$ cat config.mk
export PLATFORM = sky130hd
export DESIGN_NAME = lsu_mem_ctrl
export DESIGN_NICKNAME = d
export VERILOG_FILES = /design/src/rtl/lsu_pkg.sv /design/src/rtl/load_align.sv /design/src/rtl/lsu_mem_ctrl.sv
export SDC_FILE = /design/constraint.sdc
export NUM_CORES = 1
export LEC_CHECK = 0
export CAP_MARGIN = 5
export CORE_MARGIN = 10
export CORE_UTILIZATION = 40
export CTS_CLUSTER_SIZE = 10
export DETAILED_ROUTE_END_ITERATION = 16
export PLACE_DENSITY = 0.74
export SETUP_SLACK_MARGIN = 0.5
export SYNTH_ARGS = -nofsm -noshare
export SYNTH_HDL_FRONTEND = slang
export SYNTH_HIERARCHICAL = 1
export SYNTH_SLANG_ARGS = --single-unit
$ cat constraint.sdc
create_clock -name clk -period 5.7 [get_ports clk]
set_clock_uncertainty 0.15 [all_clocks]
set_input_delay 0.855 -clock clk [delete_from_list [all_inputs] [get_ports clk]]
set_output_delay 0.855 -clock clk [all_outputs]
set_load 0.02 [all_outputs]
$ cat src/rtl/lsu_pkg.sv
// Shared types, funct3 encodings and access-legality check for the load/store unit.
package lsu_pkg;

    localparam int unsigned XLEN = 32;

    typedef enum logic [1:0] {
        IDLE = 2'd0,
        REQ  = 2'd1,
        WAIT = 2'd2,
        DONE = 2'd3
    } lsu_state_t;

    localparam logic [2:0] F3_B  = 3'b000;
    localparam logic [2:0] F3_H  = 3'b001;
    localparam logic [2:0] F3_W  = 3'b010;
    localparam logic [2:0] F3_BU = 3'b100;
    localparam logic [2:0] F3_HU = 3'b101;

    // True when funct3 is a valid encoding for the access kind and the byte
    // offset is naturally aligned for its size. Unsigned variants are load-only.
    function automatic logic access_ok(input logic       is_store,
                                       input logic [2:0] f3,
                                       input logic [1:0] off);
        logic ok;
        ok = 1'b0;
        case (f3)
            F3_B:    ok = 1'b1;
            F3_H:    ok = !off[0];
            F3_W:    ok = (off == 2'b00);
            F3_BU:   ok = !is_store;
            F3_HU:   ok = !is_store && !off[0];
            default: ok = 1'b0;
        endcase
        return ok;
    endfunction

endpackage

$ cat src/rtl/load_align.sv
// Load result formatter: picks the byte/halfword addressed by byte_off out of
// the read word and sign- or zero-extends it according to funct3.
//   rdata     : raw memory word
//   funct3    : load size/sign encoding
//   byte_off  : low address bits of the access
//   load_word : extended result
module load_align
    import lsu_pkg::*;
#(
    parameter int unsigned N = XLEN
) (
    input  logic [N-1:0] rdata,
    input  logic [2:0]   funct3,
    input  logic [1:0]   byte_off,
    output logic [N-1:0] load_word
);

    logic [7:0]  sel_byte;
    logic [15:0] sel_half;

    // Lane selection
    always_comb begin
        sel_byte = rdata[7:0];
        case (byte_off)
            2'd0: sel_byte = rdata[7:0];
            2'd1: sel_byte = rdata[15:8];
            2'd2: sel_byte = rdata[23:16];
            2'd3: sel_byte = rdata[31:24];
            default: sel_byte = rdata[7:0];
        endcase
        sel_half = byte_off[1] ? rdata[31:16] : rdata[15:0];
    end

    // Extension by access type
    always_comb begin
        load_word = rdata;
        case (funct3)
            F3_B:    load_word = {{(N-8){sel_byte[7]}}, sel_byte};
            F3_BU:   load_word = {{(N-8){1'b0}}, sel_byte};
            F3_H:    load_word = {{(N-16){sel_half[15]}}, sel_half};
            F3_HU:   load_word = {{(N-16){1'b0}}, sel_half};
            default: load_word = rdata;
        endcase
    end

endmodule

$ cat src/rtl/lsu_mem_ctrl.sv
// Multi-cycle load/store controller between EX and a valid/ready data memory.
// Latches one legal access, issues it, stalls the core until the response,
// then returns the formatted load word on mem_out.
//   mem_read/mem_write/funct3/addr/store_data : access from EX
//   mem_out    : last completed load result
//   lsu_stall  : hold pipeline (combinational, high from issue cycle until DONE)
//   lsu_fault  : combinational pulse on an illegal access seen in IDLE
//   dmem_*     : request (valid/ready) and response (rsp_valid/rdata) channels
module lsu_mem_ctrl
    import lsu_pkg::*;
#(
    parameter int unsigned N      = XLEN,
    parameter int unsigned STRB_W = N / 8
) (
    input  logic              clk,
    input  logic              rst,
    input  logic              mem_read,
    input  logic              mem_write,
    input  logic [2:0]        funct3,
    input  logic [N-1:0]      addr,
    input  logic [N-1:0]      store_data,
    output logic [N-1:0]      mem_out,
    output logic              lsu_stall,
    output logic              lsu_fault,
    output logic              dmem_req_valid,
    input  logic              dmem_req_ready,
    output logic              dmem_we,
    output logic [N-1:0]      dmem_addr,
    output logic [N-1:0]      dmem_wdata,
    output logic [STRB_W-1:0] dmem_wstrb,
    input  logic              dmem_rsp_valid,
    input  logic [N-1:0]      dmem_rdata
);

    lsu_state_t        state;
    logic [2:0]        funct3_q;
    logic [1:0]        off_q;
    logic              is_store;
    logic              idle_req;
    logic              legal;
    logic [N-1:0]      load_word;
    logic [N-1:0]      wdata_fmt;
    logic [STRB_W-1:0] wstrb_fmt;

    // A simultaneous read+write is handled as a store
    assign is_store = mem_write;
    assign legal    = access_ok(is_store, funct3, addr[1:0]);
    assign idle_req = (state == IDLE) && (mem_read || mem_write) && !rst;

    assign lsu_stall = (state == REQ) || (state == WAIT) || (idle_req && legal);
    assign lsu_fault = idle_req && !legal;

    // Store lane replication and byte enables
    always_comb begin
        wdata_fmt = store_data;
        wstrb_fmt = '1;
        case (funct3)
            F3_B: begin
                wdata_fmt = N'({4{store_data[7:0]}});
                wstrb_fmt = STRB_W'(4'b0001) << addr[1:0];
            end
            F3_H: begin
                wdata_fmt = N'({2{store_data[15:0]}});
                wstrb_fmt = STRB_W'(4'b0011) << {addr[1], 1'b0};
            end
            default: begin
                wdata_fmt = store_data;
                wstrb_fmt = '1;
            end
        endcase
    end

    load_align #(.N(N)) u_load_align (
        .rdata     (dmem_rdata),
        .funct3    (funct3_q),
        .byte_off  (off_q),
        .load_word (load_word)
    );

    // Access sequencing; request fields are frozen from issue until reset or the next access
    always_ff @(posedge clk or posedge rst) begin
        if (rst) begin
            state          <= IDLE;
            funct3_q       <= '0;
            off_q          <= '0;
            mem_out        <= '0;
            dmem_req_valid <= 1'b0;
            dmem_we        <= 1'b0;
            dmem_addr      <= '0;
            dmem_wdata     <= '0;
            dmem_wstrb     <= '0;
        end else begin
            case (state)
                IDLE: begin
                    if ((mem_read || mem_write) && legal) begin
                        state          <= REQ;
                        dmem_req_valid <= 1'b1;
                        dmem_we        <= is_store;
                        dmem_addr      <= {addr[N-1:2], 2'b00};
                        funct3_q       <= funct3;
                        off_q          <= addr[1:0];
                        dmem_wdata     <= is_store ? wdata_fmt : '0;
                        dmem_wstrb     <= is_store ? wstrb_fmt : '0;
                    end
                end
                REQ: begin
                    if (dmem_req_ready) begin
                        dmem_req_valid <= 1'b0;
                        if (dmem_rsp_valid) begin
                            state <= DONE;
                            if (!dmem_we) begin
                                mem_out <= load_word;
                            end
                        end else begin
                            state <= WAIT;
                        end
                    end
                end
                WAIT: begin
                    if (dmem_rsp_valid) begin
                        state <= DONE;
                        if (!dmem_we) begin
                            mem_out <= load_word;
                        end
                    end
                end
                DONE: begin
                    state <= IDLE;
                end
                default: begin
                    state <= IDLE;
                end
            endcase
        end
    end

endmodule
* After elaboration in Yosys (flattened, before gate mapping)
Cells that the tools add are included.
** Word-level totals
- Flip-flop bits (word level) :: 107
- Bits in latches :: 0
- Bits in writable memories :: 0
- Bits in read-only memories :: 0
- Input bits :: 105
- Memories :: 0
** Cells by class
- Add/subtract/negate cells :: 0
- $mul :: 0
- Div/mod/pow operators :: 0
- Order comparisons :: 0
- Eq/ne operators :: 16
- Shift operators :: 2
- Muxes and demuxes :: 20
- Bitwise operators :: 0
- Reduce and logical (&&, ||, !) cells :: 24
** Operator list (count)
- $mux 32 :: 4
- $pmux 32 s2 :: 2
- $pmux 32 s4 :: 1
- $pmux 8 s4 :: 1
- $mux 16 :: 1
- $eq 3x3->1 const B :: 4
- $eq 2x2->1 const B :: 4
- $pmux 2 s4 :: 1
- $pmux 4 s2 :: 1
- $eq 3x1->1 const B :: 2
- $logic_and 1x1->1 :: 6
- $logic_not 2->1 :: 3
- $logic_not 3->1 :: 2
- $mux 2 :: 3
- $reduce_and 3->1 :: 2
- $pmux 1 s5 :: 1
- $eq 2x1->1 const B :: 2
- $logic_not 1->1 :: 4
- $mux 4 :: 1
- $ne 2x2->1 const B :: 2
- $reduce_and 2->1 :: 2
- $reduce_bool 2->1 :: 2
- $shl 1x2->4 const A :: 1
- $shl 2x2->4 const A :: 1
- 5 further kinds :: 9

* Logic depth before layout (Yosys ltp)
Gate-level depths: netlist (run 1).
- Depth after elaboration :: 7
- Gate-level depth with buffers :: 8
- Gate-level depth less buffers :: 6

* Hierarchy
The synthesis (run 1) kept the hierarchy.
** Modules (own cells, without submodules)
- lsu_mem_ctrl :: instances 1, cells an instance 373, area each 4749.6 sq um, seq. area each 2677.6 sq um
- load_align :: instances 1, cells an instance 111, area each 668.1 sq um, seq. area each 0.0 sq um

* Worst setup path before layout (run 1)
Ideal clock, no wire load.
- Path kind :: in2out
- Start point :: input addr[0]
- End point :: output lsu_fault
- Data arrival time :: 1655 ps
- Data required time :: 4695 ps
- Slack :: 3040 ps
- Stages on the path :: 3
- Path through :: a221oi_2 or2_2 nor3_1
** Between the ends
- Longest elaborated chain between the ends :: 5
** RTL lines
- start, declared :: line lsu_mem_ctrl.sv:20 : input logic [N-1:0] addr,
- $logic_not 1->1 :: line lsu_pkg.sv:28, lsu_pkg.sv:31
- $logic_and 1x1->1 :: line lsu_pkg.sv:31 : F3_HU: ok = !is_store && !off[0];
- $pmux 1 s5 * :: line lsu_pkg.sv:26 : case (f3)
- $logic_not 1->1 * :: line lsu_mem_ctrl.sv:51 : assign lsu_fault = idle_req && !legal;
- $logic_and 1x1->1 * :: line lsu_mem_ctrl.sv:51
- end, declared :: line lsu_mem_ctrl.sv:24 : output logic lsu_fault,
Every way passes the cells marked *; elsewhere a longest branch is shown, timed or not.

* Worst setup path in the final report (run 1)
- Start point :: input funct3[0]
- End point :: output lsu_fault
** Between the ends
- Longest elaborated chain between the ends :: 4
** RTL lines
- start, declared :: line lsu_mem_ctrl.sv:19 : input logic [2:0] funct3,
- $eq 3x3->1 (tied with other cells) :: line lsu_pkg.sv:26
- $pmux 1 s5 * :: line lsu_pkg.sv:26
- $logic_not 1->1 * :: line lsu_mem_ctrl.sv:51
- $logic_and 1x1->1 * :: line lsu_mem_ctrl.sv:51
Marks and branches as above.

==> reports/results.txt, run 1 <==
The number of instances in the synthesized netlist is 484. The first detailed-routing pass ran for 4 iterations. Buffer type at the clock tree root: sky130_fd_sc_hd__clkbuf_16. The final setup slack of the worst path is 1.56 ns. The total number of H-tree levels came out at 3. The wire-length estimate of the detail-placed layout is 12,600 µm. The largest single stage delay on the critical path is 0.96 ns. Across the run, the number of max-cap violations was 0. STA classifies the critical path startpoint as an input port. For the number of rows created at floorplan, the log shows 42. The number of gates on the worst path with buffers counted was 5; the sequential fraction of the synthesis area was 0.494. The average instance in the mapped netlist occupies 11.2 µm². The number of setup buffers added after CTS came out at 0. The post-synthesis to final-layout area growth is 45.0%, and the top-level port count is 209.

During placement, the flow inserted port buffers numbering 206. In the routed design, unresolved DRC markers number 0. The kind of cell with the highest combined delay along the critical path is buffers and inverters.

The analysis attributes to cell leakage a power of 3.59 nW. Setup total negative slack on the finished layout was measured at 0 ns. TritonCTS built the clock tree. Counting stages on the worst path, the most repeated cell is sky130_fd_sc_hd__clkdlybuf4s50_1.

The initial antenna violation count is 0. The tools report the worst setup slack after placement as 1.54 ns. Setup violations remaining at the end of the flow were counted as 0.

The headroom to the max-slew limit is 0.242. The tools report the sort of element at the end of the critical path as an output pin. Sorting the synthesized cells by area gives the leading types as sky130_fd_sc_hd__dfrtp_1 49%, sky130_fd_sc_hd__mux2_4 9.7%, sky130_fd_sc_hd__mux2_2 8.3%. Counting every sink on the clock net gives 107. The sum of overflow across all layers after global routing is 0. The dominant register cell in the synthesized netlist is sky130_fd_sc_hd__dfrtp_1.

The width of the die is 136 µm. For this run, the post-layout net count is 780. The count of flip-flops with a built-in enable after synthesis came out at 0. The number of buffer and inverter stages on the critical path is 2. The area fraction of the dominant cell type after synthesis was 0.494; the total number of vias was 4,384. For the final weighted congestion of routability-driven global placement, the log shows 0.865.

The tools report the via count of the first global-routing pass as 4,736. For the unique cell type count in the Yosys netlist, the log shows 41. The worst register-to-register path has a depth of 6.

For the total power, the log shows 4.36 mW. The count of hold buffers inserted by post-cts repair came out at 0. Setup repair after global routing left no endpoint under its margin. The fraction of final layout cells sized beyond drive strength 1 works out to 0.155. The synthesized cell area was 5420 µm²; the synthesis-stage register bit count was 107. The fraction of the core area covered by cells at the end of the flow is 0.593, and the number of resized instances in the post-cts repair step is 0. The fraction of synthesis flops using an asynchronous set or reset pin is 1.00. The worst-case clock buffer depth was 2; the data arrival at the endpoint of the critical path was 3.14 ns. The path type of the worst setup path is in2out. In this run the remaining antenna-violating nets after routing total 0. The top achievable clock speed is 0.241 GHz, and the setup slack on the worst flop-to-flop path is 3.14 ns. Clock-pin slew was measured on the worst setup and hold paths at 0.07 ns.

The area of the die was 18,600 µm²; the slew at the pin closest to its max-slew limit was 1.14 ns. The fraction of the cycle the final worst path needs works out to 0.727. The number of DRC markers after the initial detailed-route iteration was 301. STA puts the critical path data required time at 4.70 ns. For the global-route usage over all layers, the log shows 0.178. Of all cell types, the one taking the most synthesized area is sky130_fd_sc_hd__dfrtp_1. Counting instances, the worst hold path has a depth of 2. VDD sags by at most 0.263 mV. The starting utilization of the core area came out at 0.409.

Core area: 13,200 µm². Entering global routing, the biggest net connects 56 pins. The first global-routing pass estimated 26,100 µm of wire. Number of vias per cell: 5.14. The commonest cells after synthesis are 107 x sky130_fd_sc_hd__dfrtp_1, 93 x sky130_fd_sc_hd__nand2_1, 40 x sky130_fd_sc_hd__mux2_2. The smallest clock period supported by the final layout is computed as 4.14 ns. The clock buffer count from CTS came out at 9. The run finished with clean final reports.

In this run the vertical extent of the chip is 136 µm. The number of warnings reported in the yosys synthesis log was 6. The repair_antennas step left the layout with diodes totalling 0. Worst min-delay path class: reg2reg.

The later pin in the worst-skew pair is clocked with a latency of 0.34 ns. The critical path goes through clkdlybuf4s50_1 -> a221oi_2 -> or2_2 -> nor3_1 -> clkdlybuf4s50_1. The post-detailed-route wirelength per cell was 19.7 µm; the power per unit of standard cell area was 555 nW/µm².

Yosys instantiated no cell more often than sky130_fd_sc_hd__dfrtp_1. Cell with the largest stage delay on the worst path: sky130_fd_sc_hd__clkdlybuf4s50_1. The peak fanout along the critical path came out at 14. The run gives 0 as the final number of max-transition violations.

The tools report the number of hold violations in the final report as 0. After detailed routing, the total wire length is 16,800 µm.
cell type report:
| cell class | instances | area (µm²) |
|---|---|---|
| Multi-Input combinational cell | 334 | 2540 |
| Inverter | 8 | 32.5 |
| Tap cell | 176 | 220 |
| Timing Repair Buffer | 212 | 2110 |
| Clock inverter | 3 | 22.5 |
| Sequential cell | 107 | 2680 |
| Clock buffer | 13 | 260 |
| Fill cell | 1145 | 5390 |
sequential cells by signal, summed over array words and instances (netlist names):
register,flops
dmem_we,1
state,2
dmem_req_valid,1
dmem_wdata,32
off_q,2
funct3_q,3
dmem_addr,30
dmem_wstrb,4
mem_out,32
placed cells by master, fill, tap and decap left out, types with 2 or more instances in the layout:
cell type / count
sky130_fd_sc_hd__conb_1: 2
sky130_fd_sc_hd__o21ai_1: 8
sky130_fd_sc_hd__a22oi_1: 7
sky130_fd_sc_hd__clkbuf_16: 9
sky130_fd_sc_hd__a221o_1: 8
sky130_fd_sc_hd__a21o_1: 19
sky130_fd_sc_hd__o211ai_1: 8
sky130_fd_sc_hd__clkbuf_8: 2
sky130_fd_sc_hd__a31oi_1: 2
sky130_fd_sc_hd__inv_1: 7
sky130_fd_sc_hd__nor3_1: 2
sky130_fd_sc_hd__dfrtp_1: 107
sky130_fd_sc_hd__clkbuf_1: 2
sky130_fd_sc_hd__ha_1: 3
sky130_fd_sc_hd__mux2_2: 40
sky130_fd_sc_hd__a22o_1: 8
sky130_fd_sc_hd__mux2i_1: 17
sky130_fd_sc_hd__buf_4: 6
sky130_fd_sc_hd__nor2_1: 13
sky130_fd_sc_hd__nor2b_1: 5
sky130_fd_sc_hd__clkinvlp_4: 3
sky130_fd_sc_hd__a21boi_0: 2
sky130_fd_sc_hd__a21oi_1: 4
sky130_fd_sc_hd__mux2_4: 35
sky130_fd_sc_hd__nand2b_1: 7
sky130_fd_sc_hd__nand2_1: 93
sky130_fd_sc_hd__clkdlybuf4s50_1: 206
sky130_fd_sc_hd__o21ai_0: 35
stage by stage:
stage / std cells / instance area (µm²) / hold WS (ns)
after floorplan: 485 / 5420 / 0.329
after global placement: 837 / 7570 / 0.314
after detailed placement: 837 / 7570 / 0.323
after CTS: 853 / 7860 / 0.337
after global routing: 853 / 7860 / 0.356
final: 853 / 7860 / 0.334
routing by layer:
layer / part of all wire / global-route usage / routed length, µm / vias to the layer above
li1: - / - / - / 2066
met1: 0.39 / 0.206 / 6610 / 2119
met2: 0.47 / 0.286 / 7870 / 185
met3: 0.12 / 0.0875 / 2090 / 14
met4: 0.013 / 0.0485 / 212 / 0
met5: 0 / 0 / 0 / -
cell families (layout without fill, tap and decap cells):
family | count (synthesis) | in the layout | share of synthesized area
other | 1 | 2 | 0.000692
adders and majority gates | 3 | 3 | 0.00693
DFF | 107 | 107 | 0.494
muxes | 94 | 94 | 0.218
and+or+nand+nor | 127 | 127 | 0.102
AOI/OAI and AO/OA | 108 | 108 | 0.137
buffers and inverters | 44 | 236 | 0.0416
path summary, 6_finish.rpt:
| kind | start | to |
|---|---|---|
| hold / removal | dmem_wdata[5]$_DFFE_PP0P_ | dmem_wdata[5]$_DFFE_PP0P_ |
| setup / recovery | funct3[0] | lsu_fault |
| min in group asynchronous | rst | dmem_wdata[16]$_DFFE_PP0P_ |
| hold reg to reg | dmem_wdata[5]$_DFFE_PP0P_ | dmem_wdata[5]$_DFFE_PP0P_ |
| setup reg to reg | state[0]$_DFFE_PP0P_ | dmem_addr[26]$_DFFE_PP0P_ |
| max in group asynchronous | rst | off_q[0]$_DFFE_PP0P_ |
worst min-delay path: stages, from the launching register on:
cell	delay, ns
sky130_fd_sc_hd__dfrtp_1	0.35
sky130_fd_sc_hd__nand2_1	0.05
sky130_fd_sc_hd__o21ai_0	0.06
report_power, final:
part	internal (mW)	leakage (nW)	switching (mW)	total, mW
Combinational	1.24	2.13	1.13	2.36
Sequential	1.13	1.33	0.267	1.40
Clock	0.321	0.128	0.279	0.600
Power figures use the tool's default switching activity.
==> inputs of run 2 (changes only) <==
==> constraint.sdc (replaced) <==
create_clock -name clk -period 4.1 [get_ports clk]
set_clock_uncertainty 0.15 [all_clocks]
set_input_delay 0.615 -clock clk [delete_from_list [all_inputs] [get_ports clk]]
set_output_delay 0.615 -clock clk [all_outputs]
set_load 0.02 [all_outputs]
==> run 2 against run 1 <==
Wire length increased by 0.51%. Design area increased by 0.38%. Total power up 40%. Register-to-register slack lost 1.6 ns. Combinational power rose by 40%. Cell count grew 0.35%. Sequential power increased by 39%. Critical path depth unchanged. Critical endpoint unchanged.
==> reports/results.txt, run 2 (synthesis results as in run 1) <==
The flow ran to the end, and the final reports show no timing, DRC or antenna violations. For the first-pass GRT wire length, the log shows 25,900 µm. The number of setup buffers added after CTS was 0. Once layout is done, the placed cells without fillers occupy 7890 µm². The worst path needs 3.36 ns of the cycle, external delays included. The floorplan has 42 rows.

Detailed routing inserted a total of 4,372 vias. For this run, the detailed router's first-pass iteration total came to 4. The width of the die was 136 µm; the clock buffer count from CTS was 9.

At the worst endpoint, the required time is 3.34 ns. The height of the die works out to 136 µm. In this run the worst hold path is classified as reg2reg. Critical path launch point: funct3[0]. For the number of hold violations in the final report, the log shows 0. The detailed router finished its first iteration with 219 violations. At the later pin of the worst-skew pair, clock insertion delay measures 0.35 ns. Compared with the post-synthesis result, the final layout area differs by 45.6%.

The final hold slack came out at 0.331 ns. The initial antenna violation count is 0, and the headroom to the max-slew limit is 0.363. Path type of the worst setup path: in2out. The region available for standard cell placement spans 13,200 µm².

In the final design database the tool counted 784 nets. The run gives 7600 µm² as the area after detailed placement. The via count of the first global-routing pass came out at 4,733. The slew at the pin closest to its max-slew limit came out at 0.954 ns. TritonCTS built the clock tree. The detail route stage leaves a number of antenna-violating nets equal to 0. The worst setup path is launched from an input port. The fraction of final layout cells sized beyond drive strength 1 was 0.162; the number of placed cells counting well taps was 841. The antenna diode instance count was 0. The congestion estimate from routability-driven global placement came to 0.859. The global routing stage identified its most utilized layer as met2. Overall power consumption after layout is estimated at 6.09 mW. Static timing analysis puts the maximum clock frequency at 0.298 GHz.

During I/O placement, the number of pins put on the boundary was 209. The power per unit of standard cell area is 772 nW/µm², and the pin count of the biggest net entering global routing is 51. The die covers 18,600 µm². The tools report the post-route setup TNS as 0 ns.

The sum of routed wire length over all layers is 16,900 µm. Max-cap violations in this run came to 0. The fraction of the cycle the final worst path needs works out to 0.820.

The global routing met2 resource utilization was 0.288; the data arrival at the endpoint of the critical path was 2.60 ns. Input and output buffers added on the ports amount to 206. The tools report the final number of max-transition violations as 0. End point of the critical path: lsu_fault. The logs give 3.62 nW for the static power due to leakage and 0 for the number of setup violations in the final report.

The run gives 1.56 ns as the setup slack on the worst flop-to-flop path. The finished layout holds 856 standard cells, fillers aside. Setup repair after global routing left no endpoint under its margin. For the worst flop-to-flop path, the logic depth is 4. The origin of the critical flop-to-flop path is off_q[1]$_DFFE_PP0P_. Routing usage on met1: 0.202. Buffers inserted to repair hold after CTS numbered 0.

The met3 usage is 0.0900, and the clock sink count is 107. In this run the worst path has a maximum fanout of 6. Detailed placement finished with a half-perimeter wire length of 13,000 µm. The H-tree generated during clock tree synthesis spans 3 levels. After clock tree synthesis, the clock-pin slew on the worst setup and hold paths is 0.07 ns. The worst setup slack after placement was 0.749 ns. Dividing the detail-routed via count by the number of cells gives 5.11.

The largest registers in the layout are dmem_wdata (32), mem_out (32), dmem_addr (30). Fraction of the core area covered by cells at the end of the flow: 0.596. In the post-route analysis, the smallest setup slack over all paths is 0.739 ns. Number of resized instances in the post-cts repair step: 0. In the routed design, unresolved DRC markers number 0. Worst-case clock buffer depth: 2.

Buffer type at the clock tree root: sky130_fd_sc_hd__clkbuf_16. The tools report the worst flop-to-flop path endpoint as mem_out[9]$_DFFE_PP0P_. The post-detailed-route wirelength per cell is 19.7 µm. For the sum of overflow across all layers after global routing, the log shows 0.

Starting utilization of the core area: 0.409. In the layout the commonest cells are 206 x sky130_fd_sc_hd__clkdlybuf4s50_1, 107 x sky130_fd_sc_hd__dfrtp_1, 93 x sky130_fd_sc_hd__nand2_1. Leaving out fill and tap cells, the most frequent cell in the layout is sky130_fd_sc_hd__clkdlybuf4s50_1. The global-route usage over all layers is 0.179. STA classifies the critical path endpoint as an output pin.

The run gives 0.380 mV as the maximum ir drop on the vdd rail.
## run 2: cell count changes in the layout (fill, tap and decap cells not counted)
cell                         previous run  this run
sky130_fd_sc_hd__clkbuf_8               2         0
sky130_fd_sc_hd__bufinv_16              0         1
sky130_fd_sc_hd__buf_4                  6        10
sky130_fd_sc_hd__clkinvlp_4             3         1
sky130_fd_sc_hd__clkinv_2               0         4
sky130_fd_sc_hd__clkbuf_1               2         0
## run 2: worst min path at each step
stage	start	endpoint	depth (start not counted)
after global routing	dmem_wdata[27]$_DFFE_PP0P_	dmem_wdata[27]$_DFFE_PP0P_	2
after floorplan	funct3_q[1]$_DFFE_PP0P_	funct3_q[1]$_DFFE_PP0P_	1
after CTS	dmem_wdata[27]$_DFFE_PP0P_	dmem_wdata[27]$_DFFE_PP0P_	2
after global placement	dmem_wdata[27]$_DFFE_PP0P_	dmem_wdata[27]$_DFFE_PP0P_	2
final	dmem_wdata[27]$_DFFE_PP0P_	dmem_wdata[27]$_DFFE_PP0P_	2
after detailed placement	dmem_wdata[27]$_DFFE_PP0P_	dmem_wdata[27]$_DFFE_PP0P_	2
## run 2: layout make-up
| type | instances | area, µm² |
|---|---|---|
| clock inverter | 6 | 57.6 |
| sequential | 107 | 2680 |
| multi-input combinational | 334 | 2540 |
| inverter | 8 | 32.5 |
| fill | 1143 | 5360 |
| tap | 176 | 220 |
| clock buffer | 9 | 225 |
| timing repair buffer | 216 | 2140 |
## run 2: worst max-delay path, stage by stage
cell                              delay (ns)
sky130_fd_sc_hd__clkdlybuf4s50_1        0.64
sky130_fd_sc_hd__a221oi_2               0.16
sky130_fd_sc_hd__or2_2                  0.32
sky130_fd_sc_hd__nor3_1                 0.19
sky130_fd_sc_hd__clkdlybuf4s50_1        0.67
## run 2: where the power goes
part	internal [mW]	switching [mW]	leakage (nW)
Sequential	1.57	0.373	1.33
Clock	0.466	0.380	0.141
Combinational	1.73	1.57	2.15
## run 2: routing by layer
layer | routed length [µm] | share of wire
met1 | 6700 | 0.40
met2 | 7890 | 0.47
met3 | 2060 | 0.12
met4 | 217 | 0.013
met5 | 0 | 0
==> inputs of run 3 (changes only) <==
==> constraint.sdc (replaced) <==
create_clock -name clk -period 3.2 [get_ports clk]
set_clock_uncertainty 0.15 [all_clocks]
set_input_delay 0.48 -clock clk [delete_from_list [all_inputs] [get_ports clk]]
set_output_delay 0.48 -clock clk [all_outputs]
set_load 0.02 [all_outputs]
==> run 3 against run 2 <==
First-iteration DRC count is 19% lower. Worst hold slack improved by 0.0060 ns. Total power up 29%. Sequential cell count unchanged. Clock power increased by 34%. Largest cell class unchanged. Global-route usage is 0.14 points higher. Core utilization rose by 0.48 points. Cell count increased by 0.47%. Sequential share of layout area is 0.27 points lower.
==> reports/results.txt, run 3 (synthesis results as in run 1) <==
The total power is 7.85 mW. Setup slack closes at 0.583 ns. Setup violations remaining at the end of the flow were counted as 0. The floorplan has 42 rows. The sum of overflow across all layers after global routing was 0. In the routed layout, each cell is associated on average with a via count of 5.13. The worst setup path is captured at an output pin. The clock buffer count from CTS is 9. The floorplan step defined a core boundary enclosing 13,200 µm². The worst hold path belongs to the class reg2reg.

For this design the ratio of total power to cell area is 987 nW/µm². The run gives 0 as the residual DRC count. Of all nets on the critical path, the largest fanout is 5. The path type of the worst setup path is in2out. The detail route stage leaves a number of antenna-violating nets equal to 0.

The most heavily used metal layer in global routing is met2. Summing over every cut layer, the via total after detailed routing is 4,409. The largest registers in the layout are dmem_wdata (32), mem_out (32), dmem_addr (30). The final net count was 787; the iteration count of the initial detailed-routing pass was 5. The worst-case IR drop observed on VDD is 0.548 mV.

The tree built by TritonCTS fans out to 107 sinks. TritonCTS built the clock tree. The clock period could shrink to 2.62 ns. In this run the static leakage power is 3.65 nW. The headroom to the max-slew limit is 0.435, and the clock latency reported for the late side of the worst-skew pair is 0.33 ns.

Along the worst hold path, the cell count comes to 2. The logs give 177 for the number of DRC markers after the initial detailed-route iteration and 1.99 ns for the data arrival at the endpoint of the critical path. The most common library cell in the layout ignoring fill and taps is sky130_fd_sc_hd__clkdlybuf4s50_1. The clock tree synthesis step divided the H-tree into 3 levels. The worst register-to-register path has a depth of 4.

After legalization and detailed placement, the total HPWL measured 12,900 µm. The fraction of the cycle the final worst path needs is 0.818. The run gives 209 as the top-level port count. For the via count of the first global-routing pass, the log shows 4,852. The area of the die is 18,600 µm², and the fraction of final layout cells sized beyond drive strength 1 is 0.167. At the placement stage, the worst setup path has a slack of 0.182 ns. Port buffering added 206 buffers. The number of hold violations in the final report is 0, and the worst-case clock buffer depth is 2. Routing usage on met1: 0.216.

The met3 usage was 0.0860. The flow ran to the end, and the final reports show no timing, DRC or antenna violations. Final number of max-transition violations: 0. Leaving out fill and tap cells, the most frequent cells in the layout are 203 x sky130_fd_sc_hd__clkdlybuf4s50_1, 107 x sky130_fd_sc_hd__dfrtp_1, 93 x sky130_fd_sc_hd__nand2_1. After routing, the total negative slack on setup checks comes to 0 ns. The first-pass GRT wire length was 26,400 µm. The fraction of the core area covered by cells at the end of the flow is 0.600.

Compared with the post-synthesis result, the final layout area differs by 46.7%. In this run the vertical extent of the chip is 136 µm. The initial antenna violation count was 1; the width of the die was 136 µm.

The final layout contains routed wiring with a total length of 17,000 µm. Max-cap violations in this run came to 0. For the worst setup path, the data required time is 2.57 ns. Clock-pin slew was measured on the worst setup and hold paths at 0.07 ns. The buffer type at the clock tree root is sky130_fd_sc_hd__clkbuf_16. Setup repair after global routing left no endpoint under its margin.

The run gives 0.382 GHz as the top achievable clock speed. Entering global routing, the biggest net connects 65 pins. Dividing the detail-routed wire length by the instance count gives 19.7 µm.

The tools report the startpoint type of the worst setup path as an input port. The logs give 0.285 for the global routing met2 resource utilization and 0.409 for the starting utilization of the core area. The global-route usage over all layers was 0.180; the slew at the pin closest to its max-slew limit was 0.847 ns.

Routability-driven placement finished with a final weighted congestion of 0.889.
run 3: changes by cell type in the layout (fill, tap and decap cells not counted), sizes merged:
| cell | before | now |
|---|---|---|
| dlygate4sd2 | 0 | 2 |
| clkdlybuf4s50 | 206 | 203 |
| clkbuf | 9 | 12 |
| inv | 8 | 7 |
| buf | 10 | 13 |
| clkinvlp | 1 | 3 |
| clkinv | 4 | 1 |
| diode | 0 | 1 |
run 3: cell type report:
class	count	area, µm²
Clock buffer	11	253
Tap cell	176	220
Antenna cell	1	2.50
Clock inverter	4	50.0
Fill cell	1103	5290
Timing Repair Buffer	219	2180
Multi-Input combinational cell	334	2540
Inverter	8	33.8
Sequential cell	107	2680
run 3: power by group:
group	internal, mW	switching [mW]	leakage, nW
Sequential	2.02	0.478	1.33
Clock	0.644	0.485	0.144
Combinational	2.21	2.01	2.18
Total	4.87	2.98	3.65
run 3: final timing paths:
kind / from / endpoint / slack, ns
min reg2reg: dmem_wdata[31]$_DFFE_PP0P_ / dmem_wdata[31]$_DFFE_PP0P_ / 0.34
max: addr[0] / lsu_stall / 0.58
max reg2reg: off_q[1]$_DFFE_PP0P_ / mem_out[11]$_DFFE_PP0P_ / 0.71
min: dmem_wdata[31]$_DFFE_PP0P_ / dmem_wdata[31]$_DFFE_PP0P_ / 0.34
max in group asynchronous: rst / dmem_addr[20]$_DFFE_PP0P_ / 1.64
min in group asynchronous: rst / dmem_addr[27]$_DFFE_PP0P_ / 0.59
run 3: critical path, cell delays in order:
cell and delay [ns]:
sky130_fd_sc_hd__clkdlybuf4s50_1 0.61, sky130_fd_sc_hd__a221oi_2 0.12, sky130_fd_sc_hd__or2_2 0.30, sky130_fd_sc_hd__a21o_1 0.16
sky130_fd_sc_hd__dlygate4sd2_1 0.31
run 3: repair_timing:
action                     4_1_cts  5_1_grt
buffers inserted                 0        0
setup endpoints to repair        2        2
resized for setup                3        4
pin swaps                        0        0
hold buffers                     0        0
run 3: routing by layer:
metal,part of all wire,vias to the layer above
met5,0,-
met4,0.0081,0
met3,0.12,8
met2,0.46,204
met1,0.41,2121
li1,-,2076
run 3: per-stage QoR:
step / area, µm² / std cells / hold WS (ns)
6_report: 7950 / 860 / 0.337
3_3_place_gp: 7650 / 844 / 0.310
3_5_place_dp: 7650 / 844 / 0.330
2_1_floorplan: 5430 / 485 / 0.329
4_1_cts: 7950 / 859 / 0.346
5_1_grt: 7950 / 860 / 0.367
